File: src/rtl/f_decoder_func_if.sv
// Signal bundle for the registered decoder-based Boolean function block.
// The master drives the select inputs and enable; the slave returns the registered decode and o.
interface f_decoder_func_if;
   logic        en;
   logic        a;
   logic        b;
   logic        c;
   logic        d;
   logic [15:0] dec;
   logic        o;

   modport master (
      output en, a, b, c, d,
      input  dec, o
   );

   modport slave (
      input  en, a, b, c, d,
      output dec, o
   );
endinterface

File: src/rtl/f_decoder_func.sv
// Registered four-input Boolean function: a 4-to-16 one-hot decoder whose lines are
// OR-ed through a static minterm mask. Both the decode and the function value register every edge.
module f_decoder_func #(
   parameter logic [15:0] MINTERMS = 16'h6996
) (
   input logic            clk,
   input logic            rst_n,
   f_decoder_func_if.slave bus
);

   logic [3:0]  idx;
   logic [15:0] dec_d, dec_q;
   logic        o_d, o_q;

   always_comb begin
      idx   = {bus.a, bus.b, bus.c, bus.d};
      dec_d = '0;
      for (int i = 0; i < 16; i++) begin
         dec_d[i] = bus.en & (idx == 4'(i));
      end
      // Function is formed by OR-ing the masked decode lines, not by muxing the mask.
      o_d = |(dec_d & MINTERMS);
   end

   always_ff @(posedge clk or negedge rst_n) begin
      if (!rst_n) begin
         dec_q <= '0;
         o_q   <= 1'b0;
      end else begin
         dec_q <= dec_d;
         o_q   <= o_d;
      end
   end

   assign bus.dec = dec_q;
   assign bus.o   = o_q;

endmodule

File: src/flat_wrapper.sv
// flat-port wrapper written by rule: the top's interface ports become plain ports
module f_decoder_func_flat 
#(
   parameter logic [15:0] MINTERMS = 16'h6996
)
  (clk, rst_n, bus_en, bus_a, bus_b, bus_c, bus_d, bus_dec, bus_o);
  f_decoder_func_if bus_i ();
  input logic clk;
  input logic rst_n;
  input wire logic [$bits(bus_i.en)-1:0] bus_en;
  input wire logic [$bits(bus_i.a)-1:0] bus_a;
  input wire logic [$bits(bus_i.b)-1:0] bus_b;
  input wire logic [$bits(bus_i.c)-1:0] bus_c;
  input wire logic [$bits(bus_i.d)-1:0] bus_d;
  output wire logic [$bits(bus_i.dec)-1:0] bus_dec;
  output wire logic [$bits(bus_i.o)-1:0] bus_o;
  assign bus_i.en = bus_en;
  assign bus_i.a = bus_a;
  assign bus_i.b = bus_b;
  assign bus_i.c = bus_c;
  assign bus_i.d = bus_d;
  assign bus_dec = bus_i.dec;
  assign bus_o = bus_i.o;
  f_decoder_func #(.MINTERMS(MINTERMS)) u_core (.clk(clk), .rst_n(rst_n), .bus(bus_i));
endmodule
File: config.mk
export PLATFORM = sky130hd
export DESIGN_NAME = f_decoder_func_flat
export DESIGN_NICKNAME = d
export VERILOG_FILES = /design/src/rtl/f_decoder_func_if.sv /design/src/rtl/f_decoder_func.sv /design/src/flat_wrapper.sv
export SDC_FILE = /design/constraint.sdc
export NUM_CORES = 1
export LEC_CHECK = 0
export ABC_AREA = 1
export CAP_MARGIN = 20
export CORE_MARGIN = 3
export CORE_UTILIZATION = 30
export DETAILED_ROUTE_END_ITERATION = 8
export GPL_TIMING_DRIVEN = 1
export PLACE_DENSITY_LB_ADDON = 0.25
export SLEW_MARGIN = 10
export SYNTH_ARGS = -nofsm -noshare
export SYNTH_HDL_FRONTEND = slang
export SYNTH_SLANG_ARGS = --single-unit
File: constraint.sdc
create_clock -name clk -period 0.8 [get_ports clk]
set_clock_uncertainty 0.05 [all_clocks]
set_input_delay 0.16 -clock clk [delete_from_list [all_inputs] [get_ports clk]]
set_output_delay 0.16 -clock clk [all_outputs]
set_load 0.005 [all_outputs]
==> results.sh <==
export IMPL_maxCapViolations=0
export IMPL_crit_path_max_incr_delay_ns=0.38
export IMPL_vdd_drop_max_mv=0.7480
export IMPL_antenna_found_initial=0
export IMPL_die_width_um=52.26
export IMPL_wl_um=1247
export IMPL_grt_max_degree=18
export IMPL_rsz0062_at_grt="yes"
export IMPL_outcome="finished with violations"
export IMPL_timing_final_ws_setup_ns=-0.2024
export IMPL_synthAdderAreaFrac_pct=0
export IMPL_yosys_area_top_type="dfrtp_1"
export IMPL_synth_xor_area_share_pct=0
export IMPL_grt_pass1_wl_um=2049
export IMPL_grt_ovfl_total=0
export IMPL_whs_path_depth=4
export IMPL_yosysSeqAreaShare_pct=66.28
export IMPL_postPlaceCellArea_um2=963.4
export IMPL_clk_pin_slew_ns=0.09
export IMPL_cts_buffers_inserted=3
export IMPL_layout_drive_gt1_share_pct=38.24
export IMPL_synth_top_area_share_pct=66.28
export IMPL_tightest_slew_ns=0.1584
export IMPL_dp_hpwl_um=996.4
export IMPL_worstSetupStartpointType="flip-flop"
export IMPL_fmax_ghz=0.9976
export IMPL_vias=525
export IMPL_synth_area_mux_share_pct=0
export IMPL_rows=16
export IMPL_antenna_left=0
export IMPL_worstSetupPathType="reg2out"
export IMPL_critPathMaxFanout=1
export IMPL_layout_common_cells="buf_2, dfrtp_1, inv_1, nor2_1, nand2_1"
export IMPL_synth_cells=69
export IMPL_hold_start="bus_b"
export IMPL_post_synth_and_or_nand_nor_area_fraction_pct=23.00
export IMPL_syn_area_per_cell_um2=9.302
export IMPL_initial_core_util_pct=32.06
export IMPL_max_slew_margin_pct=89.36
export IMPL_arrival_ns=0.79
export IMPL_diodes=0
export IMPL_via_per_inst=4.070
export IMPL_drc=0
export IMPL_track_usage_pct=10.43
export IMPL_wire_per_inst_um=9.667
export IMPL_syn_area_um2=641.9
export IMPL_cts_tree="yes"
export IMPL_violations="setup timing"
export IMPL_fin_util_pct=44.63
export IMPL_critPathSlowestCell="dfrtp_1"
export IMPL_grt_pass1_vias=524
export IMPL_synthesis_nets=76
export IMPL_endpoint_kind="primary output"
export IMPL_hold_violations=0
export IMPL_drtIter0Drc=7
export IMPL_power_mw=1.486
export IMPL_dp_cells=125
export IMPL_clockRootBuffer="clkbuf_4"
export IMPL_cts_max_level=1
export IMPL_crit_chain="buf_2"
export IMPL_p_per_area_nw_per_um2=1664
export IMPL_stdcell_count=129
export IMPL_synth_compound_area_share_pct=0.7797
export IMPL_syn_to_final_growth_pct=39.18
export IMPL_slew_viol_final=0
export IMPL_gp_congestion=0.7239
export IMPL_period_share_pct=125.3
export IMPL_clk_path_buf_depth=2
export IMPL_critical_path_n_buffers_inverters=1
export IMPL_critPathTopFamily="flip-flops"
export IMPL_design_die_area_um2=2731
export IMPL_portBuffers=23
export IMPL_yosys_warnings=0
export IMPL_finalCriticalPeriod_ns=1.002
export IMPL_synth_top_family_by_area="simple AND/OR/NAND/NOR gates"
export IMPL_hold_class="in2reg"
export IMPL_leakage_nw=0.5740
export IMPL_post_route_cell_area_um2=893.4
export IMPL_synthTopCellsByArea="dfrtp_1, inv_1, nor2_1"
export IMPL_setup_viol=17
export IMPL_synth_seq_cells=17
export IMPL_synth_cell_types=10
export IMPL_postCtsSetupBuffers=0
export IMPL_die_y_um=52.26
export IMPL_min_to="u_core.bus.dec[10]$_DFF_PN0_"
export IMPL_cts_num_sinks=17
export IMPL_ios=24
export IMPL_core_um2=2002
export IMPL_cts_hold_buffers=0
export IMPL_fin_setup_tns_ns=-3.053
export IMPL_drtPass1Iterations=4
export IMPL_fin_nets=110
export IMPL_cp_required_ns=0.59
-- per-layer routing --
layer	global-route usage [%]	vias to the layer above	part of all wire, %
met5	0	-	0
met3	2.564	4	6.0
met2	18.62	15	48
met4	6.383	0	2.5
met1	10.85	237	43
li1	-	269	-
-- logic make-up (layout without fill, tap and decap cells) --
logic type      count (synthesis)  after routing
compound gates                  1              1
flops                          17             17
simple gates                   35             35
buf+inv                        16             49
-- through the flow --
stage / hold WS (ns) / setup slack (ns)
floorplan: -0.1856 / 0.001943
global placement: 0.4611 / -0.5006
detailed placement: 0.4774 / -0.5455
CTS: 0.1694 / -0.2253
global route: 0.1635 / -0.2424
finish: 0.1491 / -0.2024
-- cells in the mapped netlist (all sizes together) --
cell type,count
nor3,2
dfrtp,17
a21oi,1
nor2,17
nand2,11
nand3,5
inv,15
buf,1
-- how the worst max path moves through the flow --
stage / start / end / slack [ns] / cells after the start
final: u_core.bus.dec[1]$_DFF_PN0_ / bus_dec[1] / -0.20 / 1
after floorplan: bus_en / u_core.bus.o$_DFF_PN0_ / 0.002 / 7
after global placement: bus_c / u_core.bus.o$_DFF_PN0_ / -0.50 / 7
after CTS: u_core.bus.dec[1]$_DFF_PN0_ / bus_dec[1] / -0.23 / 1
after global routing: u_core.bus.dec[1]$_DFF_PN0_ / bus_dec[1] / -0.24 / 1
after detailed placement: bus_c / u_core.bus.o$_DFF_PN0_ / -0.55 / 7
-- flip-flops by register name, summed over array words and instances, names as in the netlist --
signal and flops:
u_core.bus.o 1, u_core.bus.dec 16
-- layout make-up --
class | instances | area [um2]
inverter | 15 | 56.30
sequential | 17 | 425.4
clock inverter | 1 | 5.005
tap | 27 | 33.78
multi-input combinational | 36 | 160.2
timing repair buffer | 30 | 190.2
clock buffer | 3 | 22.52
fill | 214 | 1109
-- worst min-delay path: stages --
cell	delay (ns)
clkbuf_2	0.13
nor2_2	0.06
inv_1	0.06
nor2_1	0.04
-- repair_timing --
action                     4_1_cts  5_1_grt
setup endpoints to repair       34       19
pin swaps                        0        1
gates resized for setup         73       12
-- report_power, final --
part           switching (mW)  internal [mW]  leakage (nW)
logic                  0.0949         0.0739         0.322
clock network           0.253          0.186        0.0177
registers             0.00324          0.876         0.235
(Power assumes the default switching activity.)
